**src/rtl/adc_sample_ctrl.sv**
```systemverilog
// ADC sweep sequencer: settles each masked channel, averages 2^AVG_LOG2 conversions,
// and reports one result per channel; a missing adcrdy sets a sticky timeout flag.
//
// state  | meaning
// IDLE   | ADC off, waiting for enable with a non-empty mask
// SETTLE | channel mux settling, SETTLE_CYC cycles
// REQ    | one-cycle conversion request
// WAIT   | waiting for adcrdy, bounded by TIMEOUT_CYC
// OUT    | one-cycle result strobe
// NEXT   | choose next channel or return to IDLE
module adc_sample_ctrl #(
    parameter int SETTLE_CYC  = 16,
    parameter int TIMEOUT_CYC = 4096,
    parameter int AVG_LOG2    = 2
) (
    input  logic        clk,
    input  logic        drstn,
    input  logic        enable,
    input  logic [7:0]  ch_mask,
    output logic        adcen,
    output logic [2:0]  vsenctl,
    output logic        adcreqi,
    input  logic        adcrdy,
    input  logic [13:0] adcvalue,
    output logic        result_valid,
    output logic [2:0]  result_ch,
    output logic [13:0] result_data,
    output logic        busy,
    output logic        timeout_err,
    input  logic        err_clr
);

    localparam int         ACC_W = 14 + AVG_LOG2;
    localparam logic [4:0] N_SMP = 5'(1 << AVG_LOG2);

    typedef enum logic [2:0] {
        S_IDLE,
        S_SETTLE,
        S_REQ,
        S_WAIT,
        S_NEXT,
        S_OUT
    } state_t;

    state_t           state, state_nxt;
    logic [7:0]       settle_cnt;
    logic [15:0]      to_cnt;
    logic [4:0]       smp_cnt;
    logic [ACC_W-1:0] acc, acc_sum, avg;
    logic [2:0]       ch_low, ch_next, ch_load;
    logic             found_low, found_up;
    logic             capture, timeout, start_ch, last_smp;

    // Lowest set bit, and the next set bit strictly above the current channel (wrapping).
    always_comb begin
        ch_low    = '0;
        ch_next   = '0;
        found_low = 1'b0;
        found_up  = 1'b0;
        for (int i = 0; i < 8; i++) begin
            if (ch_mask[i] && !found_low) begin
                ch_low    = 3'(i);
                found_low = 1'b1;
            end
            if (ch_mask[i] && !found_up && (3'(i) > vsenctl)) begin
                ch_next  = 3'(i);
                found_up = 1'b1;
            end
        end
        if (!found_up)
            ch_next = ch_low;
    end

    assign ch_load  = (state == S_IDLE) ? ch_low : ch_next;
    assign acc_sum  = acc + ACC_W'(adcvalue);
    assign avg      = acc_sum >> AVG_LOG2;
    assign last_smp = (smp_cnt + 5'd1) >= N_SMP;

    always_ff @(posedge clk or negedge drstn) begin
        if (!drstn)
            state <= S_IDLE;
        else
            state <= state_nxt;
    end

    always_comb begin
        state_nxt = state;
        capture   = 1'b0;
        timeout   = 1'b0;
        start_ch  = 1'b0;
        case (state)
            S_IDLE: begin
                if (enable && (ch_mask != 8'd0)) begin
                    state_nxt = S_SETTLE;
                    start_ch  = 1'b1;
                end
            end
            S_SETTLE: begin
                if (settle_cnt == 8'd0)
                    state_nxt = S_REQ;
            end
            S_REQ: state_nxt = S_WAIT;
            S_WAIT: begin
                if (adcrdy) begin
                    capture   = 1'b1;
                    state_nxt = last_smp ? S_OUT : S_REQ;
                end else if (to_cnt == 16'd0) begin
                    timeout   = 1'b1;
                    state_nxt = S_NEXT;
                end
            end
            S_OUT: state_nxt = S_NEXT;
            S_NEXT: begin
                if (enable && (ch_mask != 8'd0)) begin
                    state_nxt = S_SETTLE;
                    start_ch  = 1'b1;
                end else begin
                    state_nxt = S_IDLE;
                end
            end
            default: state_nxt = S_IDLE;
        endcase
    end

    assign adcen        = (state != S_IDLE);
    assign busy         = (state != S_IDLE);
    assign adcreqi      = (state == S_REQ);
    assign result_valid = (state == S_OUT);

    always_ff @(posedge clk or negedge drstn) begin
        if (!drstn) begin
            vsenctl    <= '0;
            settle_cnt <= '0;
            acc        <= '0;
            smp_cnt    <= '0;
        end else if (start_ch) begin
            vsenctl    <= ch_load;
            settle_cnt <= 8'(SETTLE_CYC - 1);
            acc        <= '0;
            smp_cnt    <= '0;
        end else begin
            if ((state == S_SETTLE) && (settle_cnt != 8'd0))
                settle_cnt <= settle_cnt - 8'd1;
            if (capture) begin
                acc     <= acc_sum;
                smp_cnt <= smp_cnt + 5'd1;
            end else if (timeout) begin
                acc     <= '0;
                smp_cnt <= '0;
            end
        end
    end

    // Timeout down-counter is reloaded in REQ so every conversion gets the full window.
    always_ff @(posedge clk or negedge drstn) begin
        if (!drstn)
            to_cnt <= '0;
        else if (state == S_REQ)
            to_cnt <= 16'(TIMEOUT_CYC - 1);
        else if ((state == S_WAIT) && !adcrdy && (to_cnt != 16'd0))
            to_cnt <= to_cnt - 16'd1;
    end

    always_ff @(posedge clk or negedge drstn) begin
        if (!drstn) begin
            result_data <= '0;
            result_ch   <= '0;
        end else if (capture && last_smp) begin
            result_data <= avg[13:0];
            result_ch   <= vsenctl;
        end
    end

    always_ff @(posedge clk or negedge drstn) begin
        if (!drstn)
            timeout_err <= 1'b0;
        else if (timeout)
            timeout_err <= 1'b1;
        else if (err_clr)
            timeout_err <= 1'b0;
    end

endmodule
```
**config.mk**
```make
export PLATFORM = sky130hd
export DESIGN_NAME = adc_sample_ctrl
export DESIGN_NICKNAME = d
export VERILOG_FILES = /design/src/rtl/adc_sample_ctrl.sv
export SDC_FILE = /design/constraint.sdc
export NUM_CORES = 1
export LEC_CHECK = 0
export ABC_AREA = 1
export BUFFER_PORTS_ARGS = -buffer_cell sky130_fd_sc_hd__buf_2
export CELL_PAD_IN_SITES_DETAIL_PLACEMENT = 0
export CELL_PAD_IN_SITES_GLOBAL_PLACEMENT = 1
export CORE_AREA = 2 2 93 131
export CTS_CLUSTER_DIAMETER = 100
export DETAILED_ROUTE_END_ITERATION = 6
export DIE_AREA = 0 0 95 133
export PLACE_DENSITY = 0.78
export SYNTH_ARGS = -nofsm -noshare
export SYNTH_HDL_FRONTEND = slang
export SYNTH_SLANG_ARGS = --single-unit
```
**constraint.sdc**
```tcl
create_clock -name clk -period 1.8 [get_ports clk]
set_input_delay 0.18 -clock clk [delete_from_list [all_inputs] [get_ports clk]]
set_output_delay 0.18 -clock clk [all_outputs]
set_load 0.05 [all_outputs]
```
Yosys cells after proc, flatten, opt, wreduce, memory -nomap -nowiden:

Cells that the tools add are included.

* register bits after elaboration: 69
* output and inout port bits: 25
* logic and storage cells: 142

* add/subtract/negate cells: 4
* order comparisons: 9
* eq/ne operators: 8
* multiplexer cells: 57
* reductions and logical operators: 55

Operator list (number)
* $mux W16: 5
* $mux W3: 16
* $logic_and A1 B1 Y1: 27
* $mux W1: 27
* $pmux W3 S6: 1
* $add A16 B14 Y16: 1
* $logic_not A16 Y1: 1
* $mux W8: 2
* $reduce_bool A16 Y1: 1
* $reduce_bool A8 Y1: 2
* $sub A16 B1 Y16 const B: 1
* $logic_not A1 Y1: 15
* $mux W5: 3
* $gt A3 B3 Y1 const A: 4
* $logic_not A8 Y1: 1
* $sub A8 B1 Y8 const B: 1
* $eq A3 B2 Y1 const B: 2
* $eq A3 B3 Y1 const B: 2
* $gt A1 B3 Y1 const A: 2
* $gt A2 B3 Y1 const A: 2
* $mux W2: 3
* $reduce_bool A2 Y1: 3
* $reduce_bool A3 Y1: 2
* $add A5 B1 Y5 const B: 1
* other kinds (8): 8

Logic depth before layout (Yosys ltp):

Gate-level depths: netlist of run 1.

* depth after elaboration: 33
* depth in mapped cells: 11

Worst setup path before layout of run 1:

OpenSTA, ideal clock, no wires.

* kind: reg2reg
* start point: register acc[0]
* end point: register result_data[10]
* data arrival time: 1.679 ns
* setup slack: 0.003 ns
* stages on the path, launching flop included: 10
* buffers on the path: 0
* path through: dfrtp_1 ha_1 fa_1 nand3_1 nand2_1 nand3_1 nand3_1 or2_2 nand3_1 nand2_1

* word-level cells in the longest chain between the ends: 1

Ends and longest elaborated chain
* start: declaration: RTL line 49 `logic [ACC_W-1:0] acc, acc_sum, avg;`
* start signal: assignment: RTL line 145 `acc <= acc_sum;`
* $add A16 B14 Y16: RTL line 75 `assign acc_sum = acc + ACC_W'(adcvalue);`
* end signal: assignment: RTL line 169 `result_data <= avg[13:0];`
* end: declaration: RTL line 27 `output logic [13:0] result_data,`

Every way passes these cells.
A chain may end at the register's enable or synchronous reset.

Worst setup path after layout of run 1:

* start point: register smp_cnt[1]
* end point: register result_ch[1]

* word-level cells in the longest chain between the ends: 3

Ends and longest elaborated chain
* start: declaration: RTL line 48 `logic [4:0] smp_cnt;`
* start signal: assignment: RTL line 146 `smp_cnt <= smp_cnt + 5'd1;`
* $add A5 B1 Y5: RTL line 77 `assign last_smp = (smp_cnt + 5'd1) >= N_SMP;`
* $ge A5 B3 Y1: RTL line 77
* $logic_and A1 B1 Y1: RTL line 168 `end else if (capture && last_smp) begin`
* end signal: assignment: RTL line 170 `result_ch <= vsenctl;`
* end: declaration: RTL line 26 `output logic [2:0] result_ch,`

Every way passes these cells.

==> results.cfg, run 1 <==
[place]
dp_hpwl_um = 8590
port_buffers = 51
place_congestion = 0.916

[routing]
ant_nets = 0
detailroute.via_count = 4196
dr.pass1.iters = 4
drt-initial-drc-count = 162
drt-vias-per-instance = 5.03
wl_um = 11800
remaining_drc_errors = 0
wl_per_cell_um = 14.2

[power]
powerDensity_mw_per_mm2 = 1720
comb_power_share = 0.541
power_mw = 9.84
netSwitchingFraction = 0.476
clock_power_share = 0.182
vdd_ir_drop_max_v = 0.000598
p_leak_nw = 2.93
switchingPower_mw = 4.68
p_int_mw = 5.16
seqPwrFrac = 0.277

[sta]
finalCritPeriodShare = 0.992
drv_slew = 0
layout_min_cycle_time_ps = 1790
setup_viol = 0
hold_violations = 0
hold_slack_ps = 36.1
clock_skew_ps = 7.08
max_clock_freq_mhz = 560
rsz0062_at_grt = true
worst_slew_pin_slew_ps = 674
slew_headroom = 0.551

[logic_synthesis]
yosys.area.top_type = dfrtp_1
yosysMostFrequentCell = nand2_1
yosysWarnings = 0
yosys-top-cells-count = nand2_1, dfrtp_1, inv_1
ys_top_cells_by_area = dfrtp_1, nand2_1, nand3_1, inv_1, ha_1
netlist.area_leader.share = 0.391
yosys_register_bits = 69
synth-main-ff-cell = dfrtp_1
synth_enable_flop_cells = 0
synth_area_mm2 = 0.00442
synthCells = 597
yosysSeqAreaShare = 0.391
synth_fp_nets = 644
avgSynthCellArea_um2 = 7.40
synthArstFlopShare = 1.00
synth.distinct_cells = 37

[die]
num_rows = 47
core_mm2 = 0.0116
die_h_um = 133
die_w_um = 95
boundaryPins = 52
start_util = 0.381
dieArea_mm2 = 0.0126

[critical_path]
setup.worst_path.start_class = flop
crit_path_max_fanout = 7
required_ps = 2070
slowest_stage = dfrtp_1
endpoint_kind = flop
crit_top_cell = nand2_1
slowest_delay_ps = 400
critPathArrivalTime_ps = 2050
rr_startpoint = smp_cnt[1]$_DFFE_PN0P_
crit_family = flip-flops
rrSetupSlack_ps = 10
critical_path_buf_inv_count = 3
crit_chain = ha_2, nand3_2, xor2_2, nand2_2, o21ai_4, buf_12, buf_6, clkbuf_16, nand2_1, nand2_1
path_class = reg -> reg
critical_path.startpoint = smp_cnt[1]$_DFFE_PN0P_

[layout]
final_nets = 729
fillerInstances = 1139
syn2layout_area_growth_pct = 29.5
drive_gt1_frac = 0.255
num_antenna_cells = 0

[clocking]
cts_tree = yes
clk_pin_slew_worst_paths_ps = 60
max-clock-path-buffers = 2
clock_latency_ps = 330
cts_made_buffers = 9
htree_num_levels = 3
clock_sinks = 69
root_buffer = clkbuf_16

[global_route]
grt_max_degree = 26
grt_pass1_wl_um = 18800
grt_pass1_vias = 4085
grt-ovfl-total = 0
antenna_found_initial = 0
grt_use_total = 0.188

[run]
cap_viol_max_count = 0

[min_path]
min_from = err_clr
hold_path_class = in -> reg

[run_status]
outcome = completed
[metrics by stage]
step	worst slack, ps	utilization	instance area, um2	TNS [ps]	cells
5_1_grt	-76.6	0.494	5720	-806	834
2_1_floorplan	3.06	-	4420	0	597
4_1_cts	2.75	0.460	5330	0	823
3_5_place_dp	-148	0.430	4980	-814	806
3_3_place_gp	-111	0.430	4980	-403	806
6_report	13.7	0.494	5720	0	834
[worst register-to-register path, stage by stage, from the launching register on]
cell       delay, ps
dfrtp_1          400
ha_2             230
nand3_2          100
xor2_2           200
nand2_2          100
o21ai_4          190
buf_12           140
buf_6            120
clkbuf_16        150
nand2_1           50
nand2_1           60
[power by group through the flow]
| stage | Combinational [mW] | Sequential [mW] | Clock [mW] |
|---|---|---|---|
| 2_1_floorplan | 2.99 | 3.23 | 0 |
| 3_3_place_gp | 4.67 | 2.68 | 0 |
| 3_5_place_dp | 4.75 | 2.70 | 0 |
| 4_1_cts | 4.83 | 2.68 | 1.84 |
| 5_1_grt | 5.92 | 2.81 | 1.91 |
| 6_report | 5.32 | 2.73 | 1.79 |
[sequential cells by signal (all words and copies together), names as in the netlist]
register	cells
state	3
vsenctl	3
settle_cnt	8
result_data	14
result_ch	3
acc	16
smp_cnt	5
to_cnt	16
timeout_err	1
[worst paths after layout]
path,endpoint,depth (start not counted)
max,result_ch[1]$_DFFE_PN0P_,10
min,timeout_err$_DFFE_PN0P_,2
max reg2reg,result_ch[1]$_DFFE_PN0P_,10
min reg2reg,result_data[12]$_DFFE_PN0P_,2
max in group asynchronous,acc[13]$_DFFE_PN0P_,3
min in group asynchronous,result_data[0]$_DFFE_PN0P_,2
[cell usage in the layout, fill, tap and decap left out, types with 11 or more instances in the layout]
| cell type | synthesis | final |
|---|---|---|
| dfrtp_1 | 69 | 69 |
| nand3_1 | 58 | 52 |
| buf_4 | 5 | 27 |
| nand4_1 | 15 | 15 |
| inv_1 | 68 | 68 |
| a21oi_1 | 27 | 19 |
| nor2_1 | 58 | 53 |
| xor2_1 | 18 | 16 |
| nand2_1 | 149 | 135 |
| o21ai_0 | 37 | 34 |
| o21ai_1 | 13 | 13 |
| nand2_2 | 1 | 11 |
| buf_2 | 6 | 50 |
[kinds of logic (layout without fill, tap and decap cells)]
family | after synthesis | after routing | synth area share
DFF | 69 | 69 | 0.391
AOI/OAI and AO/OA | 91 | 91 | 0.112
buffers and inverters | 89 | 179 | 0.0852
adders and majority gates | 20 | 20 | 0.0583
and+or+nand+nor | 305 | 305 | 0.308
xor gates and xnor gates | 22 | 22 | 0.0436
muxes | 1 | 1 | 0.00227
[routing by layer]
metal / vias up / wire length (um) / GRT usage
met2: 63 / 6480 / 0.344
met3: 15 / 280 / 0.0342
met1: 1996 / 4900 / 0.213
li1: 2122 / - / -
met4: 0 / 150 / 0.0684
met5: - / 0 / 0
[cell type report]
type | count | area [um2] | area share
inverter | 75 | 288 | 0.0503
tap | 147 | 184 | 0.0322
clock inverter | 6 | 62.6 | 0.0109
multi-input combinational | 439 | 2610 | 0.455
timing repair buffer | 87 | 609 | 0.107
clock buffer | 10 | 239 | 0.0418
sequential | 69 | 1730 | 0.302
timing repair inverter | 1 | 5.00 | 0.000875
[what timing repair did]
item	in CTS	in global routing
hold buffers	1	0
resized for setup	13	62
buffers inserted	0	9
endpoints found under the setup margin	16	45
cloned	0	2
hold endpoints to repair	23	0
pin swaps	1	21
Power figures use the tool's default switching activity.
==> run 2: changes to the inputs <==
--- a/config.mk
+++ b/config.mk
@@ -7,12 +7,12 @@
 export LEC_CHECK = 0
 export ABC_AREA = 1
 export BUFFER_PORTS_ARGS = -buffer_cell sky130_fd_sc_hd__buf_2
-export CELL_PAD_IN_SITES_DETAIL_PLACEMENT = 0
+export CELL_PAD_IN_SITES_DETAIL_PLACEMENT = 1
 export CELL_PAD_IN_SITES_GLOBAL_PLACEMENT = 1
-export CORE_AREA = 2 2 93 131
+export CORE_AREA = 4 4 95 133
 export CTS_CLUSTER_DIAMETER = 100
 export DETAILED_ROUTE_END_ITERATION = 6
-export DIE_AREA = 0 0 95 133
+export DIE_AREA = 0 0 99 137
 export PLACE_DENSITY = 0.78
 export SYNTH_ARGS = -nofsm -noshare
 export SYNTH_HDL_FRONTEND = slang
==> run 2 against run 1 <==
Combinational power up 10%. Via count up 5.3%. Die area up 7.3%. The flow now finishes with violations (setup timing). Final cell count up 0.48%. Count of clock-buffer cells in the layout up 1. Design area up 3.1%. Routed wire length up 23%. First-iteration DRC count up 11%. Worst setup slack worse by 64 ps. Critical path depth unchanged. Global-route usage up 1.7 points.
==> results.cfg, run 2 (same netlist as run 1, synthesis figures left out) <==
[run_status]
outcome = finished, violations left
violations = setup timing

[critical_path]
critPathArrivalTime_ps = 2070
path_class = reg -> reg
required_ps = 2020
endpoint_kind = flop
setup.worst_path.start_class = flop
crit_path_max_fanout = 4

[sta]
slew_headroom = 0.631
finalCritPeriodShare = 1.03
layout_min_cycle_time_ps = 1850
clock_skew_ps = 6.27
worst_slew_pin_slew_ps = 554
hold_violations = 0
setup_viol = 6
max_clock_freq_mhz = 540
drv_slew = 0
setup_ws_ps = -50.4
hold_slack_ps = 35.3
rsz0062_at_grt = true

[power]
powerDensity_mw_per_mm2 = 1770
vdd_ir_drop_max_v = 0.000695
power_mw = 10.4
p_leak_nw = 2.99

[die]
num_rows = 46
start_util = 0.390
dieArea_mm2 = 0.0136
boundaryPins = 52
core_mm2 = 0.0113
die_w_um = 99
die_h_um = 137

[layout]
design_area_mm2 = 0.00590
num_antenna_cells = 0
fillerInstances = 1377
drive_gt1_frac = 0.282
syn2layout_area_growth_pct = 33.5
mostFrequentLayoutCell = nand2_1
most-common-layout-cells = nand2_1, dfrtp_1, inv_1, nor2_1, buf_2
reg_top3 = acc (16), to_cnt (16), result_data (14)
instances_no_fill = 838
final_nets = 737

[global_route]
grt_use_total = 0.205
grt_pass1_wl_um = 22300
grt_pass1_vias = 4777
antenna_found_initial = 0
grt_max_degree = 32
grt-ovfl-total = 0

[place]
port_buffers = 51
dp.cells = 806
dp_hpwl_um = 9910
place_congestion = 0.852
dpl-instance-area_mm2 = 0.00499
dp_slack_ps = -193

[routing]
ant_nets = 0
drt-initial-drc-count = 180
wl_um = 14600
dr.pass1.iters = 4
detailroute.via_count = 4420
drt-vias-per-instance = 5.27
remaining_drc_errors = 0
wl_per_cell_um = 17.4

[min_path]
hold_path_class = in -> reg

[clocking]
root_buffer = clkbuf_16
clk_pin_slew_worst_paths_ps = 60
max-clock-path-buffers = 2
clock_sinks = 69
cts_made_buffers = 9
cts_tree = yes
htree_num_levels = 3
clock_latency_ps = 340

[run]
cap_viol_max_count = 0
run 2: changes by cell type in the layout (fill, tap and decap cells not counted), sizes merged:
cell,delta
buf,+9
clkinvlp,-2
run 2: per-layer routing:
metal	up-vias	wire, um	global-route usage
li1	2127	-	-
met1	2184	5610	0.227
met2	81	8130	0.387
met3	28	455	0.0367
met4	0	371	0.0767
met5	-	0	0
run 2: worst paths after layout:
path | from | end | slack [ps] | cells after the start
setup / recovery | acc[5]$_DFFE_PN0P_ | acc[10]$_DFFE_PN0P_ | -50 | 10
hold / removal | err_clr | timeout_err$_DFFE_PN0P_ | 40 | 2
setup reg to reg | acc[5]$_DFFE_PN0P_ | acc[10]$_DFFE_PN0P_ | -50 | 10
hold reg to reg | result_ch[1]$_DFFE_PN0P_ | result_ch[1]$_DFFE_PN0P_ | 470 | 2
max in group asynchronous | drstn | vsenctl[1]$_DFFE_PN0P_ | 850 | 3
min in group asynchronous | drstn | acc[1]$_DFFE_PN0P_ | 360 | 2
run 2: repair_timing:
item / CTS / global route
setup buffers: 2 / 13
pin swaps: 8 / 21
cloned: 0 / 1
gates resized for setup: 29 / 68
hold endpoints to repair: 18 / 0
hold buffers: 1 / 0
setup endpoints to repair: 20 / 43
run 2: cell type report:
class                   count  area (um2)  share of cell area
clock inverters             4        47.5             0.00806
well taps                 144         180              0.0306
repair inverters            1        5.00            0.000849
clock buffers              11         253              0.0429
inverters                  75         288              0.0488
repair buffers             95         646               0.109
multi-input cells         439        2750               0.466
flip-flops and latches     69        1730               0.293
run 2: critical path, stage by stage, from the launching register on:
cell,delay [ps]
dfrtp_1,420
ha_4,320
inv_1,100
nor3_4,300
nand2_4,90
nand3_4,80
nand2_2,60
nand2_1,100
nand2_2,90
nand3_1,110
o21ai_1,70
run 2: power breakdown:
part	internal, mW	leakage (nW)	switching, mW
logic	2.08	1.96	3.77
clock network	1.13	0.147	0.675
registers	2.18	0.878	0.594
run 2: per-stage QoR:
stage,util,TNS (ps)
4_1_cts,0.480,-59.0
2_1_floorplan,-,0
5_1_grt,0.520,-1420
3_5_place_dp,0.441,-1480
3_3_place_gp,0.441,-515
6_report,0.520,-150
